`src/rtl/ssg_scan_ctrl_if.sv`:
```
// rtl/ssg_scan_ctrl_if.sv - digit write handshake between host logic and ssg_scan_ctrl
interface ssg_scan_ctrl_if;
  logic       wr_en;
  logic [1:0] wr_digit;
  logic [3:0] wr_data;
  logic       wr_dp;
  logic       wr_ack;

  modport master (
    output wr_en,
    output wr_digit,
    output wr_data,
    output wr_dp,
    input  wr_ack
  );

  modport slave (
    input  wr_en,
    input  wr_digit,
    input  wr_data,
    input  wr_dp,
    output wr_ack
  );
endinterface

```
`src/rtl/ssg_scan_ctrl.sv`:
```
// rtl/ssg_scan_ctrl.sv - 4-digit seven-segment scan scheduler with dead-time blanking
// SSG_LEADING_ZERO_BLANK_EN enables leading-zero suppression of digits 3..1.
module ssg_scan_ctrl #(
  parameter int CLK_DIV      = 50000,
  parameter int BLANK_CYCLES = 16
) (
  input  logic                  mclk,
  input  logic                  rst_n,
  input  logic                  en_i,
  ssg_scan_ctrl_if.slave        wr,
  output logic [3:0]            an_o,
  output logic [7:0]            ssg_o
);

  localparam int CW = (CLK_DIV > 1) ? $clog2(CLK_DIV) : 1;
  localparam logic [CW-1:0] SCAN_LAST  = CW'(CLK_DIV - 1);
  localparam logic [CW-1:0] BLANK_LAST = CW'(BLANK_CYCLES - 1);

  typedef enum logic [1:0] {
    S_OFF   = 2'd0,
    S_BLANK = 2'd1,
    S_SCAN  = 2'd2
  } state_t;

  state_t            state_q, state_d;
  logic [1:0]        idx_q, idx_d;
  logic [CW-1:0]     cnt_q, cnt_d;
  logic [3:0][3:0]   digit_q, digit_d;
  logic [3:0]        dp_q, dp_d;
  logic [3:0]        an_q, an_d;
  logic [7:0]        ssg_q, ssg_d;
  logic              ack_q;
  logic [3:0]        suppress_d;

  function automatic logic [6:0] hex7(input logic [3:0] v);
    logic [6:0] seg;
    case (v)
      4'h0:    seg = 7'b1000000;
      4'h1:    seg = 7'b1111001;
      4'h2:    seg = 7'b0100100;
      4'h3:    seg = 7'b0110000;
      4'h4:    seg = 7'b0011001;
      4'h5:    seg = 7'b0010010;
      4'h6:    seg = 7'b0000010;
      4'h7:    seg = 7'b1111000;
      4'h8:    seg = 7'b0000000;
      4'h9:    seg = 7'b0010000;
      4'hA:    seg = 7'b0001000;
      4'hB:    seg = 7'b0000011;
      4'hC:    seg = 7'b1000110;
      4'hD:    seg = 7'b0100001;
      4'hE:    seg = 7'b0000110;
      default: seg = 7'b0001110;
    endcase
    return seg;
  endfunction

  // Output registers are fed from the post-write digit values so a write lands on the same edge.
  always_comb begin
    digit_d = digit_q;
    dp_d    = dp_q;
    if (wr.wr_en) begin
      digit_d[wr.wr_digit] = wr.wr_data;
      dp_d[wr.wr_digit]    = wr.wr_dp;
    end
  end

`ifdef SSG_LEADING_ZERO_BLANK_EN
  logic [3:1] zero_d;
  for (genvar i = 1; i < 4; i++) begin : g_zero
    assign zero_d[i] = (digit_d[i] == 4'h0) && !dp_d[i];
  end
  assign suppress_d = {zero_d[3], &zero_d[3:2], &zero_d[3:1], 1'b0};
`else
  assign suppress_d = 4'b0000;
`endif

  always_ff @(posedge mclk or negedge rst_n) begin
    if (!rst_n) begin
      state_q <= S_OFF;
      idx_q   <= 2'd0;
      cnt_q   <= '0;
      digit_q <= '0;
      dp_q    <= 4'b0000;
      an_q    <= 4'b1111;
      ssg_q   <= 8'hFF;
      ack_q   <= 1'b0;
    end else begin
      state_q <= state_d;
      idx_q   <= idx_d;
      cnt_q   <= cnt_d;
      digit_q <= digit_d;
      dp_q    <= dp_d;
      an_q    <= an_d;
      ssg_q   <= ssg_d;
      ack_q   <= wr.wr_en;
    end
  end

  always_comb begin
    state_d = state_q;
    idx_d   = idx_q;
    cnt_d   = cnt_q;
    if (!en_i) begin
      state_d = S_OFF;
      idx_d   = 2'd0;
      cnt_d   = '0;
    end else begin
      case (state_q)
        S_OFF: begin
          state_d = S_BLANK;
          idx_d   = 2'd0;
          cnt_d   = '0;
        end
        S_BLANK: begin
          if (cnt_q == BLANK_LAST) begin
            state_d = S_SCAN;
            cnt_d   = '0;
          end else begin
            cnt_d = cnt_q + CW'(1);
          end
        end
        S_SCAN: begin
          if (cnt_q == SCAN_LAST) begin
            state_d = S_BLANK;
            cnt_d   = '0;
            idx_d   = idx_q + 2'd1;
          end else begin
            cnt_d = cnt_q + CW'(1);
          end
        end
        default: begin
          state_d = S_OFF;
          idx_d   = 2'd0;
          cnt_d   = '0;
        end
      endcase
    end
  end

  // A suppressed digit keeps its slot timing but stays dark.
  always_comb begin
    an_d  = 4'b1111;
    ssg_d = 8'hFF;
    if (state_d == S_SCAN && !suppress_d[idx_d]) begin
      an_d  = ~(4'b0001 << idx_d);
      ssg_d = {~dp_d[idx_d], hex7(digit_d[idx_d])};
    end
  end

  assign an_o      = an_q;
  assign ssg_o     = ssg_q;
  assign wr.wr_ack = ack_q;

endmodule

```
`src/flat_wrapper.sv`:
```
// flat-port wrapper written by rule: the top's interface ports become plain ports
module ssg_scan_ctrl_flat 
#(
  parameter int CLK_DIV      = 50000,
  parameter int BLANK_CYCLES = 16
)
  (mclk, rst_n, en_i, an_o, ssg_o, wr_wr_en, wr_wr_digit, wr_wr_data, wr_wr_dp, wr_wr_ack);
  ssg_scan_ctrl_if wr_i ();
  input  logic mclk;
  input  logic rst_n;
  input  logic en_i;
  output logic [3:0] an_o;
  output logic [7:0] ssg_o;
  input wire logic [$bits(wr_i.wr_en)-1:0] wr_wr_en;
  input wire logic [$bits(wr_i.wr_digit)-1:0] wr_wr_digit;
  input wire logic [$bits(wr_i.wr_data)-1:0] wr_wr_data;
  input wire logic [$bits(wr_i.wr_dp)-1:0] wr_wr_dp;
  output wire logic [$bits(wr_i.wr_ack)-1:0] wr_wr_ack;
  assign wr_i.wr_en = wr_wr_en;
  assign wr_i.wr_digit = wr_wr_digit;
  assign wr_i.wr_data = wr_wr_data;
  assign wr_i.wr_dp = wr_wr_dp;
  assign wr_wr_ack = wr_i.wr_ack;
  ssg_scan_ctrl #(.CLK_DIV(CLK_DIV), .BLANK_CYCLES(BLANK_CYCLES)) u_core (.mclk(mclk), .rst_n(rst_n), .en_i(en_i), .wr(wr_i), .an_o(an_o), .ssg_o(ssg_o));
endmodule
```
`config.mk`:
```
export PLATFORM = sky130hd
export DESIGN_NAME = ssg_scan_ctrl_flat
export DESIGN_NICKNAME = d
export VERILOG_FILES = /design/src/rtl/ssg_scan_ctrl_if.sv /design/src/rtl/ssg_scan_ctrl.sv /design/src/flat_wrapper.sv
export SDC_FILE = /design/constraint.sdc
export NUM_CORES = 1
export LEC_CHECK = 0
export ABC_AREA = 0
export CELL_PAD_IN_SITES_DETAIL_PLACEMENT = 1
export CELL_PAD_IN_SITES_GLOBAL_PLACEMENT = 1
export CORE_ASPECT_RATIO = 0.75
export CORE_MARGIN = 8
export CORE_UTILIZATION = 50
export DETAILED_ROUTE_END_ITERATION = 16
export PLACE_DENSITY = 0.88
export SYNTH_ARGS = -nofsm -noshare
export SYNTH_HDL_FRONTEND = slang
export SYNTH_SLANG_ARGS = --single-unit
export TNS_END_PERCENT = 10
```
`constraint.sdc`:
```
create_clock -name mclk -period 9.1 [get_ports mclk]
set_input_delay 1.82 -clock mclk [delete_from_list [all_inputs] [get_ports mclk]]
set_output_delay 1.82 -clock mclk [all_outputs]
set_load 0.01 [all_outputs]
```
**Yosys cells after proc, flatten, opt, wreduce, memory -nomap -nowiden**

Memory sizes are Yosys's and may differ from the RTL's.
Index checks and enable logic that the tools add are counted.

- Register bits after elaboration: 53
- Bits in latches: 0
- Bits in writable memories: 0
- Memory bits (read-only): 112
- Logic and storage cells: 56
- Memories kept: 1

- Add/sub/neg operators: 2
- $mul: 0
- Div/mod/pow operators: 0
- $lt $le $gt $ge: 3
- Equal/unequal tests: 5
- Shifts and indexed selects: 1
- Mux-type cells: 27
- Bitwise gates (word level): 2
- Reduce and logical (&&, ||, !) cells: 4

Memory list:

| memory | depth | bits a word | rd ports | clocked after Yosys merged registers in | wr ports | RTL line | text |
|---|---|---|---|---|---|---|---|
| (no name shown) | 16 | 7 | 1 | 0 | 0 | ssg_scan_ctrl.sv:37 | `case (v)` |

Operator list:

| operator | number |
|---|---|
| 16-bit two-way mux | 4 |
| 16-bit one-hot mux with 2 select lines | 1 |
| 16-bit by 1-bit adder with 16-bit output, second input constant | 1 |
| 16-bit bitwise mux | 1 |
| 16-bit == test, second input constant | 1 |
| 16-bit by 4-bit == test with 1-bit output, second input constant | 1 |
| 4-bit two-way mux | 4 |
| 2-bit two-way mux | 5 |
| 4-bit binary-select mux with 2-bit select | 1 |
| 4-bit demux with 2-bit select | 1 |
| 8-bit two-way mux | 1 |
| 2-bit by 3-bit < comparator with 1-bit output, second input constant | 2 |
| 2-bit one-hot mux with 3 select lines | 1 |
| 1-bit binary-select mux with 2-bit select | 2 |
| 4-bit bitwise mux | 1 |
| 2-bit == test, second input constant | 2 |
| 4-bit NOT | 1 |
| 2-bit one-hot mux with 2 select lines | 1 |
| 1-bit by 2-bit << shifter with 4-bit output, first input constant | 1 |
| 1-bit two-way mux | 3 |
| 2-bit by 1-bit adder with 2-bit output, second input constant | 1 |
| 1-bit demux with 2-bit select | 1 |
| 2-bit by 1-bit == test with 1-bit output, second input constant | 1 |
| 2-bit by 1-bit >= comparator with 1-bit output, second input constant | 1 |
| other kinds (4) | 5 |

**Depth between registers and ports, before layout**

Gate-level depths: netlist of run 1.

- Word-level depth: 10
- Gate-level depth with buffers: 15
- Mapped depth without buffers: 14

**Least setup slack after synthesis of run 1**

Ideal clock, no wire load.

- Kind: input-to-reg
- Start point: input port wr_wr_digit[0]
- End point: register u_core.ssg_q[0] (netlist: u_core.ssg_o[0])
- Data arrival time: 3.877 ns
- Path slack: 5.146 ns
- Stages on the path: 9
- Cell sequence: nor3b_2 > mux2_2 > and2_1 > nor4_4 > inv_2 > ha_1 > or3b_1 > a21oi_1 > nor2_1

RTL lines:

| what | RTL line | text |
|---|---|---|
| start, declared | flat_wrapper.sv:15 | `input wire logic [$bits(wr_i.wr_digit)-1:0] wr_wr_digit;` |
| end signal, assigned | ssg_scan_ctrl.sv:95 | `ssg_q <= ssg_d;` |
| end, declared | ssg_scan_ctrl.sv:31 | `logic [7:0] ssg_q, ssg_d;` |

==> reports/qor.yml, run 1 <==
outcome: "finished, final reports clean"
relSlewSlack_pct: 28.2
stdcell_area_mm2: 0.00332
place_inst: 367
grt_pass1_vias: 2364
drcViolationCount: 0
synth_top_area_share_pct: 34.8
synth_edf_count: 0
yosysWarningCount: 0
grt_remaining_overflow: 0
setup_viol: 0
cp_cell_sequence: "clkdlybuf4s50_1, nor3b_2, mux2_2, a21oi_1, nor3_1, inv_1, ha_1, or3b_1, a21oi_1, nor2_1"
root_buffer: "clkbuf_8"
ir_worst_vdd_uv: 80.0
start_util_pct: 51.1
async_flop_share_pct: 100
holdCritStartpoint: "u_core.cnt_q[0]"
pin_count: 24
antenna_cells: 0
drt-wirelength-per-cell_um: 19.6
cp_common_cell: "a21oi_1"
syn_to_final_growth_pct: 12.6
post-route-min-period_ps: 4660
clock-sinks: 53
p_per_area_mw_per_mm2: 148
dp_hpwl_mm: 5.38
syn_area_mm2: 0.00295
rsz0062_at_grt: "no"
vias: 2146
cts_setup_buffers: 0
dr.pass1.iters: 4
synthTopCellsByArea: "dfrtp_1, dfstp_2, mux2_2"
reg2reg_from: "u_core.cnt_q[0]"
setup-tns-final_ps: 0
max_freq_mhz: 214
worst_setup_path_end_kind: "register"
place_congestion: 0.800
n_fill_cell: 643
multi_input_area_mm2: 0.00151
regArea_mm2: 0.00134
worst_slew_pin_slew_ps: 1070
final_layout_size_suffix_gt1_share_pct: 19.9
p_seq_share_pct: 52.9
path_clk_slew_ps: 100
cts_buffers: 5
die-area_mm2: 0.00863
clk_path_buf_depth: 2
synthFlopType: "dfrtp_1"
cts-resized-gates: 0
yosysUniqueCellTypes: 55
cts_hold_buf: 0
syn_nets: 296
grt_pass1_wl_mm: 12.6
antenna_found_initial: 0
post-synth-top-count-cell: "dfrtp_1"
ys_seq_area_share_pct: 45.5
core_mm2: 0.00577
vias_per_cell: 5.72
fp.dieW_um: 105
p_leak_nw: 1.35
min_path_type: "register to register"
portBuffers: 23
internal_power_mw: 0.353
cp_data_required_time_ps: 9340
synth_top_area_cell: "dfrtp_1"
synth_cells: 274
finalHoldViolations: 0
cts_tree: "built"
clk_latency_ps: 310
min_path_cells: 1
path_max_fanout: 6
clkPwrFrac_pct: 28.7
ant_nets: 0
finalNonFillerCells: 375
cp_slowest_stage_delay_ps: 640
critPathSlowestCell: "nor3_1"
drtIter0Drc: 124
fp-row-count: 24
p_switching_mw: 0.136
die_y_um: 82.5
dpl_cell_area_mm2: 0.00322
final_nets: 318
wirelength_mm: 7.36
startpoint_type: "input port"
postSynthRegisterBits: 53
period_share_pct: 51.3
finalPower_mw: 0.489
synth_area_per_cell_um2: 10.8
maxSlewViolCount: 0
switching_share_pct: 27.9
grtUsageTotal_pct: 18.4
arrival_ps: 4910
skew_ps: 14.6
htreeDepth: 2
crit_path_start: "wr_wr_en"
synth_common_cells: "dfrtp_1, nor2_1, nand2_1"
pwr-share-comb_pct: 18.4
path_class: "input port to register"
rr_worst_depth: 12
holdWs_ps: 468
grt_max_degree: 54
cap_violations: 0
-- state kept, by name, indices dropped and copies added, names as in the netlist --
signal,flops
u_core.dp_q,4
u_core.ssg_o,8
u_core.cnt_q,16
u_core.idx_q,2
u_core.wr.wr_ack,1
u_core.an_o,4
u_core.digit_q,16
u_core.state_q,2
-- final timing paths --
kind / endpoint / slack [ps]
max: u_core.ssg_o[0] / 4440
min: u_core.cnt_q[0] / 470
max reg2reg: u_core.ssg_o[0] / 5110
min reg2reg: u_core.cnt_q[0] / 470
max in group asynchronous: u_core.digit_q[2] / 7020
min in group asynchronous: u_core.cnt_q[8] / 1620
-- layer usage --
layer | vias up | global-route usage, % | wire length, um | share of wire (%)
met5 | - | 0 | 0 | 0
met4 | 0 | 6.52 | 87 | 1.2
met3 | 7 | 3.10 | 227 | 3.1
met2 | 38 | 31.0 | 3600 | 49
met1 | 1095 | 23.9 | 3440 | 47
li1 | 1006 | - | - | -
-- cell families after synthesis --
family / count (synthesis) / synth area share (%)
DFF: 53 / 45.5
adders and majority gates: 11 / 4.67
buffers and inverters: 20 / 3.18
AOI/OAI and AO/OA: 39 / 9.30
muxes: 30 / 12.3
and+or+nand+nor: 107 / 20.8
xor gates and xnor gates: 14 / 4.16
-- stage by stage --
step                      setup slack, ps  util [%]
after detailed placement             4080      55.9
final                                4440      57.6
after global routing                 4220      57.6
after CTS                            4420      57.6
after floorplan                      5150         -
after global placement               4360      55.9
-- power groups by stage --
stage	logic [mW]	clock network (mW)	registers, mW
after global placement	0.0846	0	0.261
after floorplan	0.0621	0	0.260
after global routing	0.0996	0.151	0.261
after detailed placement	0.0892	0	0.263
after CTS	0.0906	0.141	0.259
final	0.0903	0.140	0.259
-- cells in the final DEF (no fill, tap or decap), types with 10 or more instances in the layout --
cell type,count
dfrtp_1,41
nor2_1,28
clkdlybuf4s50_1,22
nand2_1,21
mux2_2,19
nand3_1,13
a21oi_1,13
dfstp_2,12
ha_1,11
inv_1,10
-- final cells by class --
type	instances	area share [%]
clock buffers	7	2.60
clock inverters	1	0.226
inverters	11	1.24
multi-input cells	201	45.6
flip-flops and latches	53	40.4
well taps	78	2.94
repair buffers	24	7.01
-- worst max-delay path: cells and delay by family --
| kind | cells | cell delay [ps] |
|---|---|---|
| muxes | 1 | 270 |
| and+or+nand+nor | 4 | 1560 |
| adders and majority gates | 1 | 310 |
| AOI/OAI and AO/OA | 2 | 190 |
| buffers and inverters | 2 | 770 |
(Power assumes the default switching activity.)
==> run 2, diff against run 1 <==
- CORE_UTILIZATION: 50 -> 46
- PLACE_DENSITY: 0.88 -> 0.82
- clock period: 9.1 -> 4.8 ns (I/O delays scaled with it)
==> run 2 against run 1 <==
Worst hold slack got worse by 3.6 ps. Total power increased by 86%. Global-route usage shrank 2.7 points. Routed wire length fell by 6.2%. Final cell count up 0.80%. Core utilization is 4.6 points lower. Sequential power grew 89%. Sequential share of layout area is essentially flat. Critical endpoint unchanged. Largest cell class unchanged.
==> reports/qor.yml, run 2 (synthesis results as in run 1) <==
setup_viol: 0  # unchanged
final_layout_size_suffix_gt1_share_pct: 20.2  # +0.34 points
arrival_ps: 4200  # -710 ps
clk_latency_ps: 310  # about the same
rsz0062_at_grt: "no"
place_congestion: 0.754  # -5.8%
finalPower_mw: 0.910  # +86%
setup-tns-final_ps: 0  # unchanged
rr_worst_depth: 11  # -1
multi_input_area_mm2: 0.00151  # unchanged
maxSlewViolCount: 0  # unchanged
cp_data_required_time_ps: 5050  # -4290 ps
p_per_area_mw_per_mm2: 275  # +86%
place_ws_ps: 687  # -3400 ps
worst_slew_pin_slew_ps: 1020  # -48.5 ps
period_share_pct: 82.3
htreeDepth: 2  # unchanged
path_clk_slew_ps: 100  # about the same
skew_ps: 8.54  # -6.06 ps
cts_buffers: 5  # unchanged
place_inst: 370  # +0.82%
clock-sinks: 53  # unchanged
vias: 2149  # +0.14%
reg2reg_from: "u_core.cnt_q[4]"
layout_common_cells: "dfrtp_1, nor2_1, clkdlybuf4s50_1"
core_mm2: 0.00626  # +8.5%
holdWs_ps: 465  # -3.61 ps
min_path_type: "register to register"
min_path_cells: 1  # unchanged
antenna_found_initial: 0  # unchanged
drt-wirelength-per-cell_um: 18.3  # -6.9%
path_class: "register to register"
outcome: "finished, final reports clean"
startpoint_type: "register"
ant_nets: 0  # unchanged
met3_usage_pct: 2.50  # -0.60 points
finalNonFillerCells: 378  # +0.80%
grt_remaining_overflow: 0  # unchanged
path_max_fanout: 6  # unchanged
syn_to_final_growth_pct: 12.5
drtIter0Drc: 124  # unchanged
clk_path_buf_depth: 2  # unchanged
antenna_cells: 0  # unchanged
grt_max_degree: 54  # unchanged
worst_setup_path_end_kind: "register"
start_util_pct: 47.1  # -4.0 points
n_fill_cell: 701  # +9.0%
finalHoldViolations: 0  # unchanged
met1_usage_pct: 22.9  # -0.94 points
grt_pass1_wl_mm: 11.8  # -6.6%
max_freq_mhz: 253
post-route-min-period_ps: 3950
p_leak_nw: 1.35  # about the same
ir_worst_vdd_uv: 123  # +54%
cp-endpoint: "u_core.ssg_o[0]"
final_nets: 318  # unchanged
root_buffer: "clkbuf_8"
cts_tree: "built"
grt_busiest_layer: "met2"
cts-resized-gates: 0  # unchanged
cap_violations: 0  # unchanged
regArea_mm2: 0.00134  # unchanged
dp_hpwl_mm: 5.03  # -6.4%
r2r_end: "u_core.ssg_o[0]"
cp_cell_sequence: "or4_4, nor4_2, mux2i_1, a21oi_2, a22o_1, nor3_1, inv_1, ha_1, or3b_1, a21oi_1, nor2_1"
portBuffers: 23  # unchanged
vias_per_cell: 5.69  # -0.65%
grtUsageTotal_pct: 15.7  # -2.7 points
gr-usage-met2_pct: 23.3  # -7.7 points
r2r_setup_slack_ps: 850  # -4260 ps
fp-row-count: 25  # +4.2%
die_y_um: 85.3  # +3.4%
drcViolationCount: 0  # unchanged
die-area_mm2: 0.00925  # +7.2%
relSlewSlack_pct: 31.5  # +3.3 points
dr.pass1.iters: 4  # unchanged
wirelength_mm: 6.91  # -6.2%
cp_slowest_stage_delay_ps: 660  # +20 ps
grt_pass1_vias: 2307  # -2.4%
cts_hold_buf: 0  # unchanged
pin_count: 24  # unchanged
critPathSlowestCell: "nor3_1"
fp.dieW_um: 108  # +3.6%
final_common_cell: "dfrtp_1"
crit_path_start: "u_core.cnt_q[4]"
layout_setup_ws_ps: 848  # -3590 ps
cts_setup_buffers: 0  # unchanged
[run 2: changes by cell type in the layout (fill, tap and decap cells not counted)]
cell	before	now
clkinv_2	0	2
clkbuf_1	1	0
clkbuf_8	6	5
[run 2: layout make-up]
cell class | count | area share, %
Multi-Input combinational cell | 201 | 45.6
Sequential cell | 53 | 40.5
Timing Repair Buffer | 24 | 7.02
Tap cell | 81 | 3.06
Clock buffer | 5 | 2.08
Inverter | 11 | 1.25
Clock inverter | 3 | 0.529
[run 2: worst min path at each step]
stage	startpoint	endpoint	slack, ps
after detailed placement	u_core.cnt_q[0]	u_core.cnt_q[0]	450
after global routing	u_core.cnt_q[0]	u_core.cnt_q[0]	500
after floorplan	u_core.cnt_q[0]	u_core.cnt_q[0]	430
after global placement	u_core.cnt_q[0]	u_core.cnt_q[0]	440
after CTS	u_core.cnt_q[0]	u_core.cnt_q[0]	460
final	u_core.cnt_q[0]	u_core.cnt_q[0]	460
[run 2: report_power, final]
part	internal (mW)	switching (mW)	leakage [nW]
combinational	0.0718	0.0952	0.654
clock	0.101	0.153	0.0439
sequential	0.479	0.00926	0.652
total	0.652	0.258	1.35
[run 2: through the flow]
stage | util, % | instance area [um2]
finish | 53.0 | 3310
global route | 53.0 | 3310
CTS | 53.0 | 3310
detailed placement | 51.6 | 3230
global placement | 51.6 | 3230
floorplan | - | 2950
[run 2: worst max-delay path: cells and delay by family (launching register included)]
family                   cells  cell delay (ps)
AND/OR/NAND/NOR              5             2010
AO/OA/AOI/OAI                3              510
flip-flops                   1              480
multiplexers                 1              380
adder cells (fa/ha/maj)      1              320
buffers and inverters        1              200
[run 2: routing by layer]
| layer | vias up | wire [um] |
|---|---|---|
| met5 | - | 0 |
| met4 | 0 | 82 |
| met3 | 6 | 221 |
| met2 | 34 | 3030 |
| met1 | 1098 | 3570 |
| li1 | 1011 | - |
==> edit 1 (settings of run 2) <==
`CLK_DIV` is set to 50000 in 2 places; all go to 25000.
--- a/src/rtl/ssg_scan_ctrl.sv
+++ b/src/rtl/ssg_scan_ctrl.sv
@@ -1,7 +1,7 @@
 // rtl/ssg_scan_ctrl.sv - 4-digit seven-segment scan scheduler with dead-time blanking
 // SSG_LEADING_ZERO_BLANK_EN enables leading-zero suppression of digits 3..1.
 module ssg_scan_ctrl #(
-  parameter int CLK_DIV      = 50000,
+  parameter int CLK_DIV      = 25000,
   parameter int BLANK_CYCLES = 16
 ) (
   input  logic                  mclk,
--- a/src/flat_wrapper.sv
+++ b/src/flat_wrapper.sv
@@ -1,7 +1,7 @@
 // flat-port wrapper written by rule: the top's interface ports become plain ports
 module ssg_scan_ctrl_flat 
 #(
-  parameter int CLK_DIV      = 50000,
+  parameter int CLK_DIV      = 25000,
   parameter int BLANK_CYCLES = 16
 )
   (mclk, rst_n, en_i, an_o, ssg_o, wr_wr_en, wr_wr_digit, wr_wr_data, wr_wr_dp, wr_wr_ack);
Formal check against the unedited RTL: no difference found for any inputs over 10 cycles, from zero or initial values and one cycle with rst_n low; that may be too few to reach the edited logic, so the function may still have changed.
==> edit 1 against run 2 <==
- sequential cell count is 1 lower
- final area is 6.4% lower
- utilization is 1.1 points higher
- hold slack better by 0.0072 ns
- routed wire length is 13% lower
- setup slack better by 0.40 ns
- total power is 4.6% higher
- synthesized area is 8.2% lower
- non-clock buffer count is 1 higher
- cell count is 6.9% lower
- critical endpoint unchanged
- synthesized cell count is 9.9% lower
==> edit 1: results (changes against run 2) <==
Power and ir drop
  • Clk pwr share: 0.321 (+0.042)
  • Switch share: 0.269 (-0.0143)
  • Peak VDD IR: 0.174 mV (+41%)

Timing
  • Clock skew: 0.00722 ns (-0.00132 ns)
  • Worst Max-Slew Pin Slew: 0.804 ns (-0.217 ns)

Drt
  • Via/cell ratio: 5.41 (-4.9%)
  • Drt total wl: 5.99 mm (-13%)
  • DRT iter0 DRCs: 106 (-15%)

Status
  • Status: finished clean

Synthesis
  • Register area share after synthesis: 0.487 (+0.0316)
  • Area share of fa/ha/maj cells after synthesis: 0.0509 (+0.00419)
  • XOR/XNOR share of the synthesized area: 0.0421 (+0.000497)
  • Compound-Gate Fraction of Synth Area: 0.0893 (-0.00368)
  • Mux contribution to synthesized area: 0.118 (-0.00514)
  • Top cells by count, synth: 40 x dfrtp_1, 20 x nor2_1, 17 x inv_1, 17 x nand2_1

Cells and area
  • Reg area: 1320 µm² (-1.9%)
  • Fraction of area in multi-input gates: 0.410 (-0.0458)
  • Clock buf count: 6 (+1)
  • Layout net count: 295 (-7.2%)
  • Fill cells: 632 (-9.8%)
  • Clock buffers and inverters, area share: 0.0359 (+0.00985)
  • Layout cells sized above 1: 0.161 (-0.0414)
  • Inverters, non-clock: 17 (+6)

Placed design
  • Gp weighted congestion: 0.865 (+15%)

GRT
  • Total GRT Usage: 0.152 (-0.00499)
  • Met2 usage: 0.239 (+0.00517)
  • Vias in the first global route: 2065 (-10%)
  • Largest net degree at the start of global routing: 53 (-1.9%)
  • First-pass GRT wire length: 10.6 mm (-10%)

Critical path
  • Reg2Reg Setup Slack: 1.24 ns (+0.40 ns)
  • Cell depth of the worst flop-to-flop path: 13 (+2)
  • CP arrival: 3.77 ns (-0.43 ns)
edit 1: metrics by stage:
step	worst slack [ns]	std cells	power, mW	hold WS, ns	cell area, µm²
3_5_place_dp	1.02	344	0.654	0.465	2990
2_1_floorplan	1.85	247	0.597	0.425	2700
3_3_place_gp	1.17	344	0.648	0.441	2990
6_report	1.24	352	0.952	0.472	3100
5_1_grt	0.992	352	1.00	0.497	3100
4_1_cts	1.25	352	0.964	0.480	3100
edit 1: worst max-delay path, stage by stage, from the launching register on:
cell	delay, ns
dfrtp_1	0.43
inv_1	0.11
ha_1	0.32
nor3b_1	0.20
and4_1	0.40
mux2_2	0.39
nor3_1	0.38
a22oi_1	0.12
nand3_1	0.25
inv_1	0.14
ha_1	0.25
or2b_1	0.24
o22ai_1	0.14
o21ai_1	0.10
edit 1: routing by layer:
layer / up-vias / wire length (µm)
met5: - / 0
met4: 0 / 70
met3: 6 / 163
met2: 22 / 2660
met1: 951 / 3100
li1: 924 / -
==> edit 2 (flow settings as in run 2) <==
Made on the original files. The output `an_o` loses its register stage (`an_q` becomes a continuous assignment).
--- a/src/rtl/ssg_scan_ctrl.sv
+++ b/src/rtl/ssg_scan_ctrl.sv
@@ -82,7 +82,6 @@
       cnt_q   <= '0;
       digit_q <= '0;
       dp_q    <= 4'b0000;
-      an_q    <= 4'b1111;
       ssg_q   <= 8'hFF;
       ack_q   <= 1'b0;
     end else begin
@@ -91,11 +90,12 @@
       cnt_q   <= cnt_d;
       digit_q <= digit_d;
       dp_q    <= dp_d;
-      an_q    <= an_d;
       ssg_q   <= ssg_d;
       ack_q   <= wr.wr_en;
     end
   end
+
+  assign an_q = an_d;
 
   always_comb begin
     state_d = state_q;
Behaviour: no difference found for any inputs over 10 cycles, from zero or initial values and one cycle with rst_n low; that may be too few to reach the edited logic, so the function may still have changed.
==> edit 2 against run 2 <==
- sequential cell count down 4
- routed wire length about the same
- synthesized area down 3.6%
- setup slack got worse by 0.047 ns
- final area is 2.8% lower
- utilization increased by 1.8 points
- cell count fell by 1.6%
- total power is 2.5% lower
- register-to-register slack improved by 0.34 ns
- critical endpoint is now an_o[0]
- largest power group unchanged
==> edit 2: results (changes against run 2) <==
Status
  • Status: finished clean

Critical path
  • Crit path max-delay family: simple AND/OR/NAND/NOR gates
  • Worst path max stage delay: 0.57 ns (-0.09 ns)
  • Crit-path max FO: 15 (+9)
  • Critical Path Slowest Stage Cell: or4_4
  • CP arrival: 3.04 ns (-1.16 ns)

Synthesis
  • Register area share after synthesis: 0.435 (-0.0202)
  • Syn. warnings: 0 (unchanged)
  • Top cells by count, synth: 41 x dfrtp_1, 28 x nor2_1, 21 x nand2_1
  • Synth unique cells: 55 (unchanged)
  • Asr flop ratio synth: 1.00 (unchanged)
  • Area contributors post-synth: dfrtp_1 36%, mux2_2 7.5%, dfstp_2 7.4%, ha_1 4.8%, nor2_1 3.7%
  • Post-synth net total: 292 (-1.4%)

CTS
  • Postcts setup bufs: 0 (unchanged)
  • Clock Path Buffers: 2 (unchanged)
  • Clock root buffer: clkbuf_8
  • Worst-Skew Late Latency: 0.31 ns (about the same)
  • CTS resizes: 0 (unchanged)
  • Htree depth: 2 (unchanged)
  • Reg clk slew, reported paths: 0.09 ns
  • Num CTS Buffers: 5 (unchanged)

Drt
  • Via count: 2081 (-3.2%)
  • Wl on met1: 3.55 mm (-0.53%)
  • Top Metal Used: met4
  • WL/cell: 18.6 µm (+1.6%)
  • Metal3 WL: 186 µm (-16%)
  • WL met2: 3.07 mm (+1.2%)
  • DRT iter0 DRCs: 112 (-9.7%)
  • Initial DRT Pass Iterations: 4 (unchanged)

GRT
  • Largest net degree at the start of global routing: 50 (-7.4%)
  • Total GRT Usage: 0.165 (+0.00732)
  • First-pass GRT wire length: 12.0 mm (+1.9%)
  • Vias in the first global route: 2253 (-2.3%)
  • Initial antenna violation count: 0 (unchanged)

Placed design
  • Gp weighted congestion: 0.811 (+7.5%)
  • Port bufs: 23 (unchanged)
  • Placed wire-length estimate: 5.18 mm (+3.0%)
  • Pre-CTS WS: 0.839 ns (+0.153 ns)
  • Dpl cell area: 3130 µm² (-3.1%)

Timing
  • Worst Max-Slew Pin Slew: 1.02 ns (+0.00426 ns)
  • Clock skew: 0.0100 ns (+0.00148 ns)

Power and ir drop
  • Leakage: 1.32 nW (-2.2%)
  • Switch share: 0.282 (-0.000713)
  • Peak VDD IR: 0.136 mV (+10%)

Cells and area
  • Fill cells: 668 (-4.7%)
  • Diode count: 0 (unchanged)
  • Layout net count: 315 (-0.94%)
  • Layout cells sized above 1: 0.194 (-0.00814)

Worst hold path
  • Worst Hold Class: reg -> reg
## edit 2: changes by cell type in the layout (fill, tap and decap cells not counted), sizes merged
cell	run 2	this run
buf	2	3
clkbuf	5	6
clkinvlp	1	0
dfstp	12	8
## edit 2: logic make-up (layout without fill, tap and decap cells)
kind of cell,count (synthesis),in the layout,share of synthesized area
simple gates,107,107,0.216
flops,49,49,0.435
compound gates,39,39,0.0964
mux,30,30,0.128
buf+inv,20,44,0.0330
xor+xnor,14,14,0.0432
fa+ha+maj,11,11,0.0484
## edit 2: power groups by stage
stage / registers (mW) / clock network, mW / logic, mW
2_1_floorplan: 0.459 / 0 / 0.118
3_3_place_gp: 0.460 / 0 / 0.162
3_5_place_dp: 0.464 / 0 / 0.169
4_1_cts: 0.456 / 0.268 / 0.171
5_1_grt: 0.459 / 0.283 / 0.190
6_report: 0.456 / 0.260 / 0.171
## edit 2: path summary, 6_finish.rpt
kind | start | endpoint | slack [ns] | depth (start not counted)
max | u_core.cnt_q[4] | an_o[0] | 0.80 | 7
min | u_core.cnt_q[0] | u_core.cnt_q[0] | 0.47 | 1
max reg2reg | u_core.cnt_q[0] | u_core.ssg_o[0] | 1.19 | 12
min reg2reg | u_core.cnt_q[0] | u_core.cnt_q[0] | 0.47 | 1
max in group asynchronous | rst_n | u_core.digit_q[11] | 3.62 | 2
min in group asynchronous | rst_n | u_core.cnt_q[11] | 0.76 | 2
## edit 2: cell type report
| cell class | instances | area, µm² | area share |
|---|---|---|---|
| clock inverters | 2 | 13.8 | 0.00427 |
| clock buffers | 6 | 82.6 | 0.0256 |
| well taps | 78 | 97.6 | 0.0303 |
| inverters | 11 | 41.3 | 0.0128 |
| flip-flops and latches | 49 | 1240 | 0.384 |
| repair buffers | 25 | 240 | 0.0745 |
| multi-input cells | 201 | 1510 | 0.469 |
## edit 2: worst reg2reg max path, stage by stage (launching register included)
cell and delay, ns:
dfrtp_1 0.38, ha_1 0.22, and3_1 0.35, and4_1 0.54
mux2i_4 0.37, nand2_1 0.13, and2_1 0.21, nor4_4 0.43
inv_2 0.12, ha_1 0.26, or3b_1 0.38, a21oi_1 0.13
nor2_1 0.05
## edit 2: stage by stage
step	power, mW	utilization	std cells
after floorplan	0.577	-	270
after global placement	0.622	0.531	364
after detailed placement	0.633	0.531	364
after CTS	0.895	0.548	372
after global routing	0.932	0.548	372
final	0.887	0.548	372
## edit 2: routing by layer
| layer | global-route usage | vias to the layer above |
|---|---|---|
| met3 | 0.0309 | 8 |
| li1 | - | 995 |
| met4 | 0.0471 | 0 |
| met5 | 0 | - |
| met2 | 0.242 | 22 |
| met1 | 0.237 | 1056 |
